File: config.mk
export PLATFORM = sky130hd
export DESIGN_NAME = multiword_add_sequencer
export DESIGN_NICKNAME = d
export VERILOG_FILES = /design/src/rtl/multiword_add_sequencer.sv
export SDC_FILE = /design/constraint.sdc
export NUM_CORES = 1
export LEC_CHECK = 0
export ABC_CLOCK_PERIOD_IN_PS = 7400
export CORE_ASPECT_RATIO = 0.7
export CORE_MARGIN = 1
export CORE_UTILIZATION = 45
export DETAILED_ROUTE_END_ITERATION = 8
export PLACE_DENSITY = 0.83
export SLEW_MARGIN = 10
export SYNTH_ARGS = -nofsm -noshare
export SYNTH_HDL_FRONTEND = slang
export SYNTH_SLANG_ARGS = --single-unit
File: constraint.sdc
create_clock -name clk -period 7.4 [get_ports clk]
set_input_delay 1.48 -clock clk [delete_from_list [all_inputs] [get_ports clk]]
set_output_delay 1.48 -clock clk [all_outputs]
set_load 0.1 [all_outputs]
File: src/rtl/multiword_add_sequencer.sv
// Multi-word add/subtract sequencer: drives one 8-bit adder slice per clock,
// least significant byte first, chaining the carry through a register.
module multiword_add_sequencer #(
    parameter int WORDS = 4
) (
    input  logic               clk,
    input  logic               rst_n,
    input  logic               start,
    input  logic               op_sub,
    input  logic [8*WORDS-1:0] a,
    input  logic [8*WORDS-1:0] b,
    input  logic               cy_in,
    output logic               busy,
    output logic               done,
    output logic [8*WORDS-1:0] sum,
    output logic               cy_out,
    output logic               overflow,
    output logic               zero
);

    localparam int W  = 8 * WORDS;
    localparam int IW = (WORDS > 1) ? $clog2(WORDS) : 1;

    typedef enum logic [1:0] {
        IDLE = 2'd0,
        RUN  = 2'd1,
        DONE = 2'd2
    } state_e;

    state_e          state_q, state_d;
    logic [W-1:0]    a_q, b_q;
    logic [W-1:0]    sum_q, sum_d;
    logic [IW-1:0]   idx_q;
    logic            cy_q;
    logic            cyo_q, ovf_q, zero_q;
    logic            accept, last;
    logic [7:0]      slice_a, slice_b, slice_sum;
    logic            slice_cy;

    assign accept = start && ((state_q == IDLE) || (state_q == DONE));
    assign last   = (state_q == RUN) && (idx_q == IW'(WORDS - 1));

    // Byte-wide adder slice fed from the latched operands and carry register
    assign slice_a = a_q[{idx_q, 3'b000} +: 8];
    assign slice_b = b_q[{idx_q, 3'b000} +: 8];
    assign {slice_cy, slice_sum} = {1'b0, slice_a} + {1'b0, slice_b} + {8'd0, cy_q};

    always_comb begin
        sum_d = sum_q;
        sum_d[{idx_q, 3'b000} +: 8] = slice_sum;
    end

    always_ff @(posedge clk or negedge rst_n) begin
        if (!rst_n) begin
            state_q <= IDLE;
        end else begin
            state_q <= state_d;
        end
    end

    always_comb begin
        state_d = state_q;
        unique case (state_q)
            IDLE:    if (start) state_d = RUN;
            RUN:     if (last) state_d = DONE;
            DONE:    state_d = start ? RUN : IDLE;
            default: state_d = IDLE;
        endcase
    end

    always_comb begin
        busy = 1'b0;
        done = 1'b0;
        unique case (state_q)
            RUN:     busy = 1'b1;
            DONE:    done = 1'b1;
            default: ;
        endcase
    end

    always_ff @(posedge clk or negedge rst_n) begin
        if (!rst_n) begin
            a_q    <= '0;
            b_q    <= '0;
            sum_q  <= '0;
            idx_q  <= '0;
            cy_q   <= 1'b0;
            cyo_q  <= 1'b0;
            ovf_q  <= 1'b0;
            zero_q <= 1'b0;
        end else if (accept) begin
            a_q   <= a;
            b_q   <= op_sub ? ~b : b;
            cy_q  <= op_sub ? 1'b1 : cy_in;
            sum_q <= '0;
            idx_q <= '0;
        end else if (state_q == RUN) begin
            sum_q <= sum_d;
            cy_q  <= slice_cy;
            idx_q <= idx_q + 1'b1;
            if (last) begin
                // upper bytes of sum_q are still cleared, so this covers all lower bytes
                cyo_q  <= slice_cy;
                ovf_q  <= (a_q[W-1] == b_q[W-1]) && (slice_sum[7] != a_q[W-1]);
                zero_q <= (sum_q == '0) && (slice_sum == 8'h00);
            end
        end
    end

    assign sum      = sum_q;
    assign cy_out   = cyo_q;
    assign overflow = ovf_q;
    assign zero     = zero_q;

endmodule

# --- Word level (Yosys, flattened, before mapping) ---
# Cells that the tools add are included.
totals:
  register_bits: 104
  latch_bits: 0
  ramBits: 0
  rom_bits: 0
  inputBits: 69
  output_inout_bits: 37
  elab_cells: 52
  memories: 0
op_classes:
  add_sub_neg: 4
  multipliers: 0
  div_mod_pow: 0
  n_lt_le_gt_ge: 0
  n_eq_ne: 7
  shift: 4
  muxes: 15
  bitwise_logic: 2
  reduce_logical: 11
ops:
  columns: ["op", "n"]
  rows:
  - ["2-to-1 mux 32 bit", 3]
  - ["indexed part select 32 x 6 -> 8 bit", 2]
  - ["bitwise mux 32 bit", 1]
  - ["zero test 32 bit", 1]
  - ["inverter 32 bit", 1]
  - ["variable shift 8 x 7 -> 32 bit (first input constant)", 1]
  - ["indexed part select 8 x 7 -> 32 bit", 1]
  - ["adder 8 x 8 -> 9 bit", 1]
  - ["adder 9 x 1 -> 9 bit", 1]
  - ["zero test 8 bit", 1]
  - ["2-to-1 mux 2 bit", 4]
  - ["negation 5 -> 7 bit", 1]
  - ["2-to-1 mux 1 bit", 6]
  - ["case mux 2 bit (3 select lines)", 1]
  - ["== test 2 bit (second input constant)", 2]
  - ["logical AND 1 bit", 4]
  - ["!= test 2 bit (second input constant)", 2]
  - ["AND reduction 3 bit", 1]
  - ["adder 2 x 1 -> 2 bit (second input constant)", 1]
  - ["== test 2 x 1 -> 1 bit (second input constant)", 1]
  - ["zero test 2 bit", 1]
  - ["AND reduction 2 bit", 1]
  - ["nonzero test 2 bit", 1]
  - ["== test 1 bit", 1]
  - ["other kinds (3)", 3]

# --- Logic depth before layout (Yosys ltp) ---
# Gate-level depths: netlist of run 1.
logic_depth:
  ltp_word: 7
  depth_mapped: 11
  ltp_nobuf: 10

# --- Worst setup path before layout of run 1 ---
# No wires, ideal clock.
synth_path:
  path_type: "register to output"
  startpoint: "reg state_q[0]"
  endpoint: "out done"
  arrival_ns: 1.727
  t_required_ns: 5.920
  slack_ns: 4.193
  stages_incl_launch_ff: 2
  path_buffers: 0
  path_cell_list: "dfrtp_1 -> nor2b_1"
synth_between:
  elab_chain_cells: 2
synth_rtl:
  columns: ["element", "line_no", "source"]
  rows:
  - ["from (decl)", "30", "state_e state_q, state_d;"]
  - ["from (signal assigned)", "57", "state_q <= state_d;"]
  - ["== test 2 bit", "74", "unique case (state_q)"]
  - ["2-to-1 mux 1 bit", "74", null]
  - ["to (decl)", "14", "output logic done,"]
# No other way between the ends.

# --- Worst setup path in the final report of run 1 ---
layout_path:
  startpoint: "reg state_q[1]"
  endpoint: "out busy"
layout_between:
  elab_chain_cells: 2
layout_rtl:
  columns: ["element", "line_no", "source"]
  rows:
  - ["== test 2 x 1 -> 1 bit", "74", null]
  - ["2-to-1 mux 1 bit", "74", null]
  - ["to (decl)", "13", "output logic busy,"]
# No other way between the ends.

==> out/summary.txt, run 1 <==
initial detailed-routing violation count = 247
met1 Usage GRT = 32.95%
Design Area, Final = 6471 um2
clock root cell = clkbuf_16
CTS resizes = 0
Die ar. = 11460 um2
Placement Cell Area = 6130 um2
Post-synth ARST share = 100.0%
CTS tree = done
share of cells above drive strength 1 = 7.863%
WL final = 11.91 mm
Antenna Cells = 0
Die Span Y = 89.86 um
startpoint type of the worst setup path = flop
Final WS setup = 3590 ps
CP endpoint kind = output pin
number of synthesis warnings = 0
Worst Skew = 7.399 ps
GRT met2 Usage = 34.52%
Tmin final = 3810 ps
crit path max-delay cell type = clkdlybuf4s50_1
vias in the first global route = 3848
Synth cell types = 38
Cells after Synth = 484
post-route ant nets = 0
first-pass GRT wire length = 20.11 mm
CP Max Fanout = 8
fmax = 0.2625 GHz
FF-to-FF setup slack = 3880 ps
Max Slew Vio Count = 0
Final nets = 662
H-tree levels = 3
Seq/Total Area, Yosys = 52.45%
net count after synthesis = 566
met3 Usage GRT = 5.655%
max incr delay on CP = 1180 ps
Clock Pin Slew Worst Setup and Hold Paths = 70 ps
CTS Sinks = 104
area grow syn2layout = 30.41%
Yosys top cell by area = dfrtp_1
Core Region = 10550 um2
GR Util All Layers = 22.87%
#FFs+latches synth = 104
dpl hpwl = 8.822 mm
Top Ports = 106
EDFF count, synth = 0
synth cell count leaders = nand2_1, dfrtp_1, o21ai_0
initial antenna violation count = 0
CP Class = reg -> out
DR vias/cell = 5.277
FP Rows = 31
pre-CTS setup slack = 3882 ps
total CTS buffers = 9
initial core utilization = 47.04%
Netlist Area Pre-Place = 4962 um2
type of the worst min-delay path = reg -> reg
status = completed
Hold Buf Count CTS = 0
clk_lat worst skew = 350 ps
GRT overflow = 0
postcts setup bufs = 0
# setup viols final = 0
Slew HR = 32.61%
final RePlAce weighted congestion = 0.8924
first-pass iteration count of the detailed router = 5
IO Port Bufs = 105
synthesized area per cell = 10.25 um2
share of the synthesized area in the top cell type = 52.45%
die width = 127.5 um
vias = 3868
most frequent cell after synthesis = nand2_1
Worst Path Arrival = 2330 ps
Synth area leaders = dfrtp_1, nand2_1, mux4_2, xnor2_1, o21ai_0
clock buffer depth = 2
CP Cell Sequence = nand2b_1, inv_2, clkdlybuf4s50_1
setup TNS = 0 ps
busiest grt layer = met2
unrepaired setup endpoints after global routing = no
Most used DFF post-synth = dfrtp_1
CP required = 5920 ps
Final period util = 51.49%
largest net degree at the start of global routing = 98
max-capacitance violation count = 0
Worst Tran Pin Value = 1008 ps
Residual DRC = 0
Routed wire per std cell = 16.25 um
final hold vios = 0
## cell families (layout without fill, tap and decap cells)
kind of cell	after synthesis	count (layout)	share of synthesized area [%]
flops	104	104	52.45
xor+xnor	37	37	6.682
fa+ha+maj	13	13	3.580
mux	16	16	7.262
simple gates	194	194	16.57
compound gates	87	87	10.84
buf+inv	33	134	2.622
## placed cells by master, fill, tap and decap left out, types with 3 or more instances in the layout
master             n
dfrtp_1          104
nand4_1            3
clkbuf_8           3
xnor2_1           33
nor3_1             5
nor2_1             7
nor4_1             9
buf_4              5
a21oi_1            5
clkbuf_16          9
a22o_1            17
ha_1              11
inv_1              8
nand2_1          154
o21ai_0           55
or3_1              3
xor2_1             3
mux4_2            16
nor4b_1            3
clkdlybuf4s50_1  103
## routing by layer
metal  wire (um)  part of all wire, %  up-vias
met4         153                  1.3        0
met1        5653                   47     1857
met3         777                  6.5       16
met2        5326                   45      149
li1            -                    -     1846
met5           0                    0        -
## final cells by class
class,instances,area [um2]
well taps,148,185.2
multi-input cells,347,2235
clock inverters,4,75.07
repair buffers,109,1074
inverters,9,33.78
flip-flops and latches,104,2603
fillers,863,4079
clock buffers,12,266.5
## critical path: cells and delay by family, from the launching register on
kind                   cells  cell delay [ps]
buffers and inverters      2             1350
DFF                        1              380
and+or+nand+nor            1              250
## registers in the layout (all words and copies together) (netlist names), 2 cells and up
signal   cells
a_q         32
b_q         32
sum         32
idx_q        2
state_q      2
## final timing paths
| kind | to | depth (start not counted) | startpoint |
|---|---|---|---|
| worst min register to register | a_q[18]$_DFFE_PN0P_ | 2 | a_q[18]$_DFFE_PN0P_ |
| worst max register to register | zero$_DFFE_PN0P_ | 11 | idx_q[0]$_DFFE_PN0P_ |
| worst max-delay path | busy | 3 | state_q[1]$_DFFE_PN0P_ |
| min in group asynchronous | sum[12]$_DFFE_PN0P_ | 1 | rst_n |
| max in group asynchronous | b_q[7]$_DFFE_PN0P_ | 2 | rst_n |
| worst min-delay path | a_q[18]$_DFFE_PN0P_ | 2 | a_q[18]$_DFFE_PN0P_ |
## through the flow
step	util (%)	hold slack, ps	instances
2_1_floorplan	-	440.3	484
3_3_place_gp	58.10	454.2	717
3_5_place_dp	58.10	457.5	717
4_1_cts	61.34	476.9	733
5_1_grt	61.34	494.1	733
6_report	61.34	474.6	733
Power of run 1 is not shown: default switching activity piles up to over one toggle a cycle in this logic, so the estimate is an artifact.
==> run 2: changes to the inputs <==
--- a/config.mk
+++ b/config.mk
@@ -5,12 +5,12 @@
 export SDC_FILE = /design/constraint.sdc
 export NUM_CORES = 1
 export LEC_CHECK = 0
-export ABC_CLOCK_PERIOD_IN_PS = 7400
+export ABC_CLOCK_PERIOD_IN_PS = 3500
 export CORE_ASPECT_RATIO = 0.7
 export CORE_MARGIN = 1
 export CORE_UTILIZATION = 45
 export DETAILED_ROUTE_END_ITERATION = 8
-export PLACE_DENSITY = 0.83
+export PLACE_DENSITY = 0.86
 export SLEW_MARGIN = 10
 export SYNTH_ARGS = -nofsm -noshare
 export SYNTH_HDL_FRONTEND = slang
==> constraint.sdc (replaced) <==
create_clock -name clk -period 3.5 [get_ports clk]
set_input_delay 0.7 -clock clk [delete_from_list [all_inputs] [get_ports clk]]
set_output_delay 0.7 -clock clk [all_outputs]
set_load 0.1 [all_outputs]
==> out/summary.txt, run 2 (synthesized netlist as in run 1, its figures left out) <==
status = completed (unchanged)
CP required = 3730 ps (was 5920 ps)
Design Area, Final = 6452 um2 (was 6471 um2)
initial detailed-routing violation count = 263 (was 247)
GRT overflow = 0 (unchanged)
dpl hpwl = 9.108 mm (was 8.822 mm)
CTS resizes = 0 (unchanged)
area grow syn2layout = 30.03% (was 30.41%)
setup TNS = 0 ps (unchanged)
most common cell after layout, fill and taps aside = nand2_1 (unchanged)
Placement Cell Area = 6147 um2 (was 6130 um2)
WL final = 12.19 mm (was 11.91 mm)
CP Max Fanout = 18 (was 8)
clock buffer depth = 2 (unchanged)
commonest non-fill, non-tap cells in the layout = nand2_1, dfrtp_1, clkdlybuf4s50_1, o21ai_0, xnor2_1 (unchanged)
initial core utilization = 47.04% (unchanged)
Slew HR = 33.77% (was 32.61%)
fmax = 0.3151 GHz
post-route ant nets = 0 (unchanged)
Top Ports = 106 (unchanged)
Worst Tran Pin Value = 990.3 ps (was 1008 ps)
Final period util = 90.69%
initial antenna violation count = 1 (was 0)
share of cells above drive strength 1 = 8.688% (was 7.863%)
Core Region = 10550 um2 (unchanged)
IO Port Bufs = 105 (unchanged)
CTS tree = done (unchanged)
pre-CTS setup slack = 378.2 ps (was 3882 ps)
total CTS buffers = 9 (unchanged)
clk_lat worst skew = 350 ps (about the same)
Die ar. = 11460 um2 (unchanged)
H-tree levels = 3 (unchanged)
# setup viols final = 0 (unchanged)
die width = 127.5 um (unchanged)
first-pass GRT wire length = 20.33 mm (was 20.11 mm)
vias in the first global route = 3944 (was 3848)
Tmin final = 3174 ps
clock root cell = clkbuf_16 (unchanged)
Residual DRC = 0 (unchanged)
vias = 3942 (was 3868)
first-pass iteration count of the detailed router = 5 (unchanged)
startpoint type of the worst setup path = flop (unchanged)
final RePlAce weighted congestion = 0.8740 (was 0.8924)
final hold vios = 0 (unchanged)
Hold Buf Count CTS = 0 (unchanged)
Final nets = 664 (was 662)
Max Slew Vio Count = 0 (unchanged)
CP endpoint kind = flop (was output pin)
Die Span Y = 89.86 um (unchanged)
type of the worst min-delay path = in -> async (was reg -> reg)
Routed wire per std cell = 16.57 um (was 16.25 um)
Clock Pin Slew Worst Setup and Hold Paths = 70 ps (about the same)
Core Util, Final = 61.16% (was 61.34%)
largest net degree at the start of global routing = 94 (was 98)
DR vias/cell = 5.356 (was 5.277)
Final WS setup = 326.0 ps (was 3590 ps)
unrepaired setup endpoints after global routing = no (unchanged)
CTS Sinks = 104 (unchanged)
Worst Path Arrival = 3410 ps (was 2330 ps)
CP Class = reg -> reg (was reg -> out)
GR Util All Layers = 23.25% (was 22.87%)
max-capacitance violation count = 0 (unchanged)
Fillers = 869 (was 863)
FP Rows = 31 (unchanged)
postcts setup bufs = 0 (unchanged)
Worst Skew = 7.737 ps (was 7.399 ps)
-- run 2: changes by cell type in the layout (fill, tap and decap cells not counted) --
cell | before | now
buf_12 | 0 | 1
buf_4 | 5 | 9
buf_6 | 0 | 1
bufinv_16 | 2 | 1
clkbuf_1 | 0 | 1
clkbuf_8 | 3 | 1
clkdlybuf4s50_1 | 103 | 99
clkinv_2 | 0 | 2
clkinv_4 | 0 | 1
clkinvlp_4 | 2 | 1
diode_2 | 0 | 1
-- run 2: worst paths after layout --
kind	from	endpoint	slack [ps]	depth (start not counted)
max	idx_q[0]$_DFFE_PN0P_	zero$_DFFE_PN0P_	330	9
min	rst_n	a_q[2]$_DFFE_PN0P_	430	1
max reg2reg	idx_q[0]$_DFFE_PN0P_	zero$_DFFE_PN0P_	330	9
min reg2reg	a_q[28]$_DFFE_PN0P_	a_q[28]$_DFFE_PN0P_	470	2
max in group asynchronous	rst_n	b_q[17]$_DFFE_PN0P_	2380	2
min in group clk	a_q[28]$_DFFE_PN0P_	a_q[28]$_DFFE_PN0P_	470	2
-- run 2: metrics by stage --
step	instances	hold slack, ps
2_1_floorplan	484	404.4
3_3_place_gp	719	456.1
3_5_place_dp	719	457.7
4_1_cts	735	479.6
5_1_grt	735	502.4
6_report	736	427.7
-- run 2: area by class of cell --
class	count	area, um2	area share [%]
Multi-Input combinational cell	347	2235	34.63
Sequential cell	104	2603	40.33
Antenna cell	1	2.502	0.03878
Tap cell	148	185.2	2.870
Timing Repair Buffer	111	1095	16.97
Clock buffer	11	242.7	3.762
Inverter	9	33.78	0.5236
Clock inverter	5	56.30	0.8726
-- run 2: per-layer routing --
metal | GRT usage, % | vias up | part of all wire (%)
li1 | - | 1854 | -
met1 | 34.33 | 1901 | 47
met2 | 34.52 | 168 | 44
met3 | 5.238 | 19 | 7.9
met4 | 6.349 | 0 | 1.2
met5 | 0 | - | 0
-- run 2: worst max-delay path, stage by stage, from the launching register on --
cell and delay, ps:
dfrtp_1 460, buf_4 340, mux4_2 560, ha_1 370, nor2b_1 240, o22ai_1 130
xnor2_1 610, nor3_1 170, nand3_2 120, o21ai_2 50
Power of run 2 is left out for the same reason.
==> run 3: changes to the inputs <==
--- a/config.mk
+++ b/config.mk
@@ -5,13 +5,12 @@
 export SDC_FILE = /design/constraint.sdc
 export NUM_CORES = 1
 export LEC_CHECK = 0
-export ABC_CLOCK_PERIOD_IN_PS = 3500
+export ABC_CLOCK_PERIOD_IN_PS = 3200
 export CORE_ASPECT_RATIO = 0.7
 export CORE_MARGIN = 1
 export CORE_UTILIZATION = 45
 export DETAILED_ROUTE_END_ITERATION = 8
-export PLACE_DENSITY = 0.86
-export SLEW_MARGIN = 10
+export PLACE_DENSITY = 0.83
 export SYNTH_ARGS = -nofsm -noshare
 export SYNTH_HDL_FRONTEND = slang
 export SYNTH_SLANG_ARGS = --single-unit
==> constraint.sdc (replaced) <==
create_clock -name clk -period 3.2 [get_ports clk]
set_input_delay 0.64 -clock clk [delete_from_list [all_inputs] [get_ports clk]]
set_output_delay 0.64 -clock clk [all_outputs]
set_load 0.1 [all_outputs]
==> out/summary.txt, run 3 (synthesized netlist as in run 1, its figures left out) <==
Non-Filler Instances = 742 (was 736)
area grow syn2layout = 29.30% (was 30.03%)
Routed wire per std cell = 16.39 um (was 16.57 um)
CTS tree = done (unchanged)
Hold Buf Count CTS = 0 (unchanged)
unrepaired setup endpoints after global routing = no (unchanged)
type of the worst min-delay path = in -> async (unchanged)
commonest non-fill, non-tap cells in the layout = nand2_1, dfrtp_1, clkdlybuf4s50_1, o21ai_0, buf_4 (was nand2_1, dfrtp_1, clkdlybuf4s50_1, o21ai_0, xnor2_1)
Final nets = 671 (was 664)
die width = 127.5 um (unchanged)
Worst Tran Pin Value = 1052 ps (was 990.3 ps)
vias = 3944 (was 3942)
CP endpoint kind = flop (unchanged)
initial core utilization = 47.04% (unchanged)
clock root cell = clkbuf_16 (unchanged)
Die Span Y = 89.86 um (unchanged)
Worst path top cell family by delay = XOR/XNOR gates (unchanged)
Slew HR = 28.85% (was 33.77%)
GRT overflow = 0 (unchanged)
Top Ports = 106 (unchanged)
CP Max Fanout = 7 (was 18)
Worst Path Arrival = 3210 ps (was 3410 ps)
CP Cell Sequence = buf_4, mux4_2, ha_1, nor2b_1, o22ai_1, xnor2_1, nor3_1, nand3_2, o21ai_2 (unchanged)
CP required = 3440 ps (was 3730 ps)
Residual DRC = 0 (unchanged)
first-pass iteration count of the detailed router = 5 (unchanged)
total CTS buffers = 9 (unchanged)
WL final = 12.16 mm (was 12.19 mm)
clock buffer depth = 2 (unchanged)
Setup crit end = zero$_DFFE_PN0P_ (unchanged)
setup TNS = 0 ps (unchanged)
CTS Sinks = 104 (unchanged)
FF-to-FF setup slack = 230 ps (was 330 ps)
FP Rows = 31 (unchanged)
Clock Pin Slew Worst Setup and Hold Paths = 70 ps (about the same)
CP Launch Point = idx_q[0]$_DFFE_PN0P_ (unchanged)
initial detailed-routing violation count = 299 (was 263)
H-tree levels = 3 (unchanged)
max-capacitance violation count = 0 (unchanged)
Antenna Cells = 0 (was 1)
initial antenna violation count = 0 (was 1)
fmax = 0.3368 GHz (was 0.3151 GHz)
FF-to-FF End = zero$_DFFE_PN0P_ (unchanged)
post-route ant nets = 0 (unchanged)
# setup viols final = 0 (unchanged)
final RePlAce weighted congestion = 0.9053 (was 0.8740)
GR Util All Layers = 22.94% (was 23.25%)
Tmin final = 2969 ps (was 3174 ps)
share of cells above drive strength 1 = 15.66% (was 8.688%)
placed insts = 726 (was 719)
first-pass GRT wire length = 20.24 mm (was 20.33 mm)
status = completed (unchanged)
vias in the first global route = 3939 (was 3944)
postcts setup bufs = 0 (unchanged)
Max Slew Vio Count = 0 (unchanged)
DR vias/cell = 5.315 (was 5.356)
most common cell after layout, fill and taps aside = nand2_1 (unchanged)
startpoint type of the worst setup path = flop (unchanged)
CTS resizes = 0 (unchanged)
r2r worst-path depth = 9 (unchanged)
Buf/Inv on CP = 1 (unchanged)
largest net degree at the start of global routing = 67 (was 94)
Core Region = 10550 um2 (unchanged)
crit path max-delay cell type = xnor2_1 (unchanged)
Worst Skew = 6.851 ps (was 7.737 ps)
reg-to-reg startpoint = idx_q[0]$_DFFE_PN0P_ (unchanged)
final hold vios = 0 (unchanged)
Die ar. = 11460 um2 (unchanged)
Final period util = 92.79% (was 90.69%)
dpl hpwl = 9.183 mm (was 9.108 mm)
clk_lat worst skew = 350 ps (about the same)
Worst path depth = 9 (unchanged)
CP Class = reg -> reg (unchanged)
IO Port Bufs = 105 (unchanged)
max incr delay on CP = 600 ps (was 610 ps)
[run 3: cell count changes in the layout (fill, tap and decap cells not counted)]
cell	delta
clkinv_2	-1
buf_4	+41
clkbuf_8	-1
clkinvlp_4	+1
dfrtp_2	+2
dfrtp_1	-2
clkdlybuf4s50_1	-33
buf_6	-1
inv_6	+1
diode_2	-1
[run 3: area by class of cell]
type	instances	area, um2
fill	902	4134
clock inverter	6	67.56
multi-input combinational	347	2235
sequential	104	2605
timing repair buffer	118	1061
tap	148	185.2
inverter	9	33.78
clock buffer	10	229.0
[run 3: per-layer routing]
metal / track usage (%) / wire [um] / up-vias
met5: 0 / 0 / -
met4: 4.861 / 79 / 0
met3: 5.476 / 893 / 9
met2: 35.15 / 5470 / 163
met1: 33.20 / 5718 / 1905
li1: - / - / 1867
[run 3: worst min-delay path by stage]
stage,start,endpoint,slack (ps),depth (start not counted)
2_1_floorplan,rst_n,a_q[0]$_DFFE_PN0P_,340,0
3_3_place_gp,a_q[9]$_DFFE_PN0P_,a_q[9]$_DFFE_PN0P_,460,2
3_5_place_dp,a_q[2]$_DFFE_PN0P_,a_q[2]$_DFFE_PN0P_,460,2
4_1_cts,rst_n,a_q[26]$_DFFE_PN0P_,270,1
5_1_grt,rst_n,a_q[12]$_DFFE_PN0P_,300,1
6_report,rst_n,a_q[26]$_DFFE_PN0P_,260,1
[run 3: per-stage QoR]
| stage | hold WS, ps | cell area (um2) | util [%] | worst slack (ps) |
|---|---|---|---|---|
| final | 257.8 | 6416 | 60.82 | 230.8 |
| after CTS | 270.2 | 6414 | 60.79 | 142.0 |
| after global placement | 455.9 | 6117 | 57.98 | 254.8 |
| after detailed placement | 460.8 | 6117 | 57.98 | 178.9 |
| after floorplan | 344.4 | 4962 | - | 135.3 |
| after global routing | 299.0 | 6416 | 60.82 | 22.18 |
Power of run 3 is left out for the same reason.
==> RTL edit 1: new RTL, flow settings as in run 3 <==
Register the output `done`, with the module's reset; this adds one clock of latency there. The other outputs are not delayed to match.
--- a/src/rtl/multiword_add_sequencer.sv
+++ b/src/rtl/multiword_add_sequencer.sv
@@ -26,6 +26,8 @@
         RUN  = 2'd1,
         DONE = 2'd2
     } state_e;
+
+    logic done_d;
 
     state_e          state_q, state_d;
     logic [W-1:0]    a_q, b_q;
@@ -70,10 +72,10 @@
 
     always_comb begin
         busy = 1'b0;
-        done = 1'b0;
+        done_d = 1'b0;
         unique case (state_q)
             RUN:     busy = 1'b1;
-            DONE:    done = 1'b1;
+            DONE:    done_d = 1'b1;
             default: ;
         endcase
     end
@@ -112,5 +114,13 @@
     assign overflow = ovf_q;
     assign zero     = zero_q;
 
+    always_ff @(posedge clk or negedge rst_n) begin
+        if (!rst_n) begin
+            done <= '0;
+        end else begin
+            done <= done_d;
+        end
+    end
+
 endmodule
 
Formal check against the unedited RTL: not equivalent (a bounded check fails within 10 cycles, from zero or initial values and one cycle with rst_n low).
==> RTL edit 1 against run 3 <==
- wire length shrank 0.35%
- first-iteration DRC count shrank 24%
- synthesized area grew 0.50%
- synthesized cell count grew 0.21%
- die area grew 0.49%
- count of clock-buffer cells in the layout grew 2
- cell area is essentially flat
- clock skew is essentially flat
- setup slack lost 0.090 ns
- sequential cell count grew 1
- critical path type unchanged
Power is left out: the tool's default activity adds up to more than one toggle a clock period on the data nets, which glitch-free logic cannot reach.
==> RTL edit 1: results (changes against run 3) <==
- Outcome: completed
- Synth cell count leaders: sky130_fd_sc_hd__nand2_1, sky130_fd_sc_hd__dfrtp_1, sky130_fd_sc_hd__o21ai_0, sky130_fd_sc_hd__xnor2_1
* Clock Tree Root: sky130_fd_sc_hd__clkbuf_16
- The critical-path maximum fanout was 5 (-2).
- The pin count of the biggest net entering global routing came to 89 (+33%).
- The number of cells upsized or downsized after cts was 0 (unchanged).
- The number of flops mapped to enable cells by yosys was 0 (unchanged).
- Number of warnings printed during yosys synthesis: 0 (unchanged)
* Share of cells above drive strength 1: 0.149 (-0.00792)
- The total global-route track usage was 0.223 (-0.00651).
* Number of vias in the routed layout: 3942 (-0.051%)
* First-pass GRT wire length: 19800 um (-2.0%)
* Count of input and output buffers: 105 (unchanged)
* Worst-case clock buffer depth: 2 (unchanged)
- The post-synthesis mux area share came to 0.0723 (-0.000364).
* Setup bufs post-CTS: 0 (unchanged)
- Placed Cells incl. Taps: 725 (-0.14%)
- The share of synthesized cell area in full adder, half adder and majority cells is 0.0356 (-0.000180).
- Max-slew headroom at the worst pin: 0.408 (+0.119)
* First-pass detailed-route iteration total: 5 (unchanged)
* Routed length per instance: 16.4 um (about the same)
- Post-layout nets: 670 (-0.15%)
- HPWL after detailed placement: 9300 um (+1.3%)
* Data arrival time of the critical path: 3.31 ns (+0.10 ns)
- Initial antenna violation count: 0 (unchanged)
- The synthesized-area fraction occupied by xor and xnor cells was 0.0665 (-0.000335).
- The vias per cell is 5.33 (+0.22%).
- The maximum level of the CTS H-tree was 3 (unchanged).
* Drt initial violations: 228 (-24%)
- The synthesized area per cell came to 10.3 um2 (+0.30%).
* Worst setup skew after layout: 0.00705 ns (+0.000201 ns)
- The share of synthesized flip-flops with an asynchronous set or reset was 1.00 (unchanged).
- The net count of the mapped netlist was 567 (+0.18%).
- Combinational family with the most area after synthesis: simple AND/OR/NAND/NOR gates
- Synth top area cells: sky130_fd_sc_hd__dfrtp_1, sky130_fd_sc_hd__nand2_1, sky130_fd_sc_hd__mux4_2
* Antenna cells: 0 (unchanged)
* Distinct cells, synth: 38 (unchanged)
- The portion of the post-synthesis area used by sequential elements came to 0.527 (+0.00239).
- Clock buffers created by TritonCTS: 9 (unchanged)
* Fillers: 882 (-2.2%)
- In this run the worst hold path is classified as in2async.
- Fraction of the mapped netlist area in compound gates: 0.108 (-0.000544)
* Start of the worst register-to-register path: idx_q[0]
- Category of the critical setup timing path: reg2reg
* Leading register cell type out of synthesis: sky130_fd_sc_hd__dfrtp_1
- The clock reaches the later pin of the worst-skew pair after around 0.34 ns.
- Placer congestion estimate: 0.959 (+5.9%)
- After clock tree synthesis, the clock-pin slew on the worst setup and hold paths is 0.06 ns.
[RTL edit 1: changes by cell type after synthesis, sizes merged]
cell,run 3,this run
dfrtp,104,105
[RTL edit 1: area by class of cell]
cell class / instances / area, um2 / area share
Clock buffer: 12 / 246 / 0.0385
Timing Repair Buffer: 116 / 1050 / 0.163
Clock inverter: 3 / 17.5 / 0.00273
Sequential cell: 105 / 2630 / 0.410
Tap cell: 148 / 185 / 0.0289
Multi-Input combinational cell: 347 / 2250 / 0.352
Inverter: 9 / 33.8 / 0.00527
[RTL edit 1: final timing paths]
path                                 end  slack [ns]  cells past startpoint
worst max-delay path             sum[30]        0.14                      9
worst min-delay path              a_q[2]        0.39                      1
worst max register to register   sum[30]        0.14                      9
worst min register to register   a_q[19]        0.48                      2
max in group asynchronous       idx_q[1]        2.00                      2
min in group clk                 a_q[19]        0.48                      2
[RTL edit 1: stage by stage]
step / hold slack [ns] / area, um2 / worst slack, ns / utilization
2_1_floorplan: 0.344 / 4990 / 0.135 / -
3_3_place_gp: 0.461 / 6130 / 0.218 / 0.581
3_5_place_dp: 0.466 / 6130 / 0.187 / 0.581
4_1_cts: 0.419 / 6390 / 0.166 / 0.606
5_1_grt: 0.454 / 6410 / 0.00305 / 0.608
6_report: 0.393 / 6410 / 0.141 / 0.608
[RTL edit 1: layer usage]
layer | share of wire | vias up | GRT usage
met1 | 0.49 | 1908 | 0.331
met4 | 0.0052 | 0 | 0.0392
met2 | 0.44 | 158 | 0.339
met5 | 0 | - | 0
met3 | 0.065 | 9 | 0.0488
li1 | - | 1867 | -
[RTL edit 1: kinds of logic after synthesis]
group | after synthesis
compound gates | 87
xor+xnor | 37
simple gates | 194
fa+ha+maj | 13
mux | 16
buf+inv | 33
flops | 105
[RTL edit 1: critical path: stages, from the launching register on]
cell and delay (ns):
sky130_fd_sc_hd__dfrtp_1 0.45, sky130_fd_sc_hd__mux4_2 0.54, sky130_fd_sc_hd__fa_1 0.45, sky130_fd_sc_hd__inv_1 0.10, sky130_fd_sc_hd__fa_1 0.20, sky130_fd_sc_hd__nor2b_1 0.07, sky130_fd_sc_hd__o221a_1 0.26, sky130_fd_sc_hd__o31ai_1 0.35
sky130_fd_sc_hd__o311ai_2 0.29, sky130_fd_sc_hd__o21ai_0 0.25
==> RTL edit 2: new RTL, settings of run 3 <==
Made on the original files. Set the parameter `WORDS` to 8 (it was 4).
--- a/src/rtl/multiword_add_sequencer.sv
+++ b/src/rtl/multiword_add_sequencer.sv
@@ -1,7 +1,7 @@
 // Multi-word add/subtract sequencer: drives one 8-bit adder slice per clock,
 // least significant byte first, chaining the carry through a register.
 module multiword_add_sequencer #(
-    parameter int WORDS = 4
+    parameter int WORDS = 8
 ) (
     input  logic               clk,
     input  logic               rst_n,
Ports: changed (resized a, b and sum); port bits go from 106 to 202. No check against the original RTL was run, so the function may have changed too.
==> RTL edit 2 against run 3 <==
- cell area rose by 97%
- wire length rose by 120%
- die area rose by 89%
- setup slack got worse by 0.22 ns
- synthesized area increased by 91%
- count of clock-buffer cells in the layout grew 16
- critical path depth up 5
- clock skew rose by 0.0067 ns
- sequential cell count up 97
==> RTL edit 2: results (changes against run 3) <==
* Outcome: completed
* Initial antenna violation count: 2 (+2)
- Post-layout nets: 1317 (+96%)
- HPWL after detailed placement: 19200 um (+110%)
* Share of cells above drive strength 1: 0.174 (+0.0177)
- First-pass GRT wire length: 41400 um (+100%)
* Share of synthesized cell area in full adder, half adder and majority cells: 0.0187 (-0.0171)
- The buffer depth of the longest clock path came to 3 (+1).
- Worst Setup Slack post-DPL: -0.105 ns (-0.284 ns)
- The overall via count from detail_route is 7954 (+100%).
* Drt initial violations: 853 (+190%)
* Clock buffers created by TritonCTS: 21 (+12)
- Synth top area cells: sky130_fd_sc_hd__dfrtp_1, sky130_fd_sc_hd__nand2_1, sky130_fd_sc_hd__mux4_2
- Maximum level of the CTS H-tree: 1 (-2)
- Placement Cell Area: 11700 um2 (+92%)
- The part of the cycle the worst path needs came to 0.996 (+0.0681).
- Synth cell count leaders: sky130_fd_sc_hd__nand2_1, sky130_fd_sc_hd__dfrtp_1, sky130_fd_sc_hd__o21ai_0, sky130_fd_sc_hd__xnor2_1, sky130_fd_sc_hd__nand3_1
- Portion of netlist area occupied by mux cells: 0.0760 (+0.00342)
- The worst-case clock skew is 0.0136 ns (+0.00673 ns).
* All-Layer GR Usage: 0.250 (+0.0210)
- Data arrival time of the critical path: 3.62 ns (+0.41 ns)
- Net count of the mapped netlist: 1123 (+98%)
- The number of I/O port buffers came to 201 (+91%).
- Xor/xnor cell area share of the yosys netlist: 0.0646 (-0.00226)
- The average wire per cell in the routed design came to 18.6 um (+13%).
- Largest fanout on the critical path: 5 (-2)
- The share of the synthesized area in compound gates (AO/OA/AOI/OAI) is 0.0841 (-0.0243).
- Distinct cells, synth: 45 (+18%)
- The portion of the post-synthesis area used by sequential elements came to 0.531 (+0.00624).
- The slack of the worst reg-to-reg path is 0.01 ns (-0.22 ns).
==> RTL edit 2: cell types whose count changed after synthesis, moves of 4 or more <==
cell,delta
sky130_fd_sc_hd__nand2_1,+157
sky130_fd_sc_hd__dfrtp_1,+97
sky130_fd_sc_hd__o21ai_0,+74
sky130_fd_sc_hd__nand3_1,+64
sky130_fd_sc_hd__clkbuf_1,+34
sky130_fd_sc_hd__xnor2_1,+33
sky130_fd_sc_hd__mux4_2,+16
sky130_fd_sc_hd__a22o_1,-15
sky130_fd_sc_hd__nor2_1,+10
sky130_fd_sc_hd__nor4_1,+6
sky130_fd_sc_hd__buf_2,+4
sky130_fd_sc_hd__nand2b_1,+4
==> RTL edit 2: path summary, 6_finish.rpt <==
check / endpoint / cells after the start / start
worst max-delay path: zero / 14 / idx_q[0]
worst min-delay path: b_q[13] / 1 / rst_n
worst max register to register: zero / 14 / idx_q[0]
worst min register to register: a_q[19] / 2 / a_q[19]
max in group asynchronous: a_q[60] / 2 / rst_n
min in group clk: a_q[19] / 2 / a_q[19]
==> RTL edit 2: layout make-up <==
cell class / instances / area share
clock buffers: 26 / 0.0463
repair buffers: 234 / 0.174
clock inverters: 8 / 0.00784
well taps: 276 / 0.0274
flip-flops and latches: 201 / 0.399
inverters: 10 / 0.00298
multi-input cells: 703 / 0.342
==> RTL edit 2: layer usage <==
metal / up-vias / track usage / share of wire
met4: 4 / 0.0636 / 0.027
met2: 373 / 0.371 / 0.43
li1: 3689 / - / -
met5: - / 0 / 0.00089
met3: 74 / 0.0658 / 0.10
met1: 3814 / 0.366 / 0.45
==> RTL edit 2: cell families after synthesis <==
| group | Yosys count |
|---|---|
| AND/OR/NAND/NOR | 438 |
| flip-flops | 201 |
| AO/OA/AOI/OAI | 151 |
| buffers and inverters | 73 |
| XOR/XNOR | 69 |
| multiplexers | 32 |
| adder cells (fa/ha/maj) | 13 |
==> RTL edit 2: critical path, delay by kind of cell (launching register included) <==
family | cells | cell delay (ns)
AND/OR/NAND/NOR | 6 | 0.96
buffers and inverters | 3 | 0.34
XOR/XNOR | 1 | 0.14
AO/OA/AOI/OAI | 1 | 0.16
adder cells (fa/ha/maj) | 2 | 0.57
multiplexers | 1 | 0.49
flip-flops | 1 | 0.47
==> RTL edit 2: power by group <==
part	total, mW	switching [mW]	internal (mW)
clock network	2.46	1.01	1.45
registers	4.39	0.796	3.59
logic	9.51	6.05	3.46
total	16.4	7.86	8.50
==> RTL edit 2: timing repair <==
| action | CTS | global route |
|---|---|---|
| buffers inserted | 2 | 4 |
| gates resized for setup | 4 | 34 |
| pin swaps | 0 | 21 |
| endpoints found under the setup margin | 17 | 24 |
| endpoints found under the hold margin | 0 | 0 |
| hold buffers | 0 | 0 |
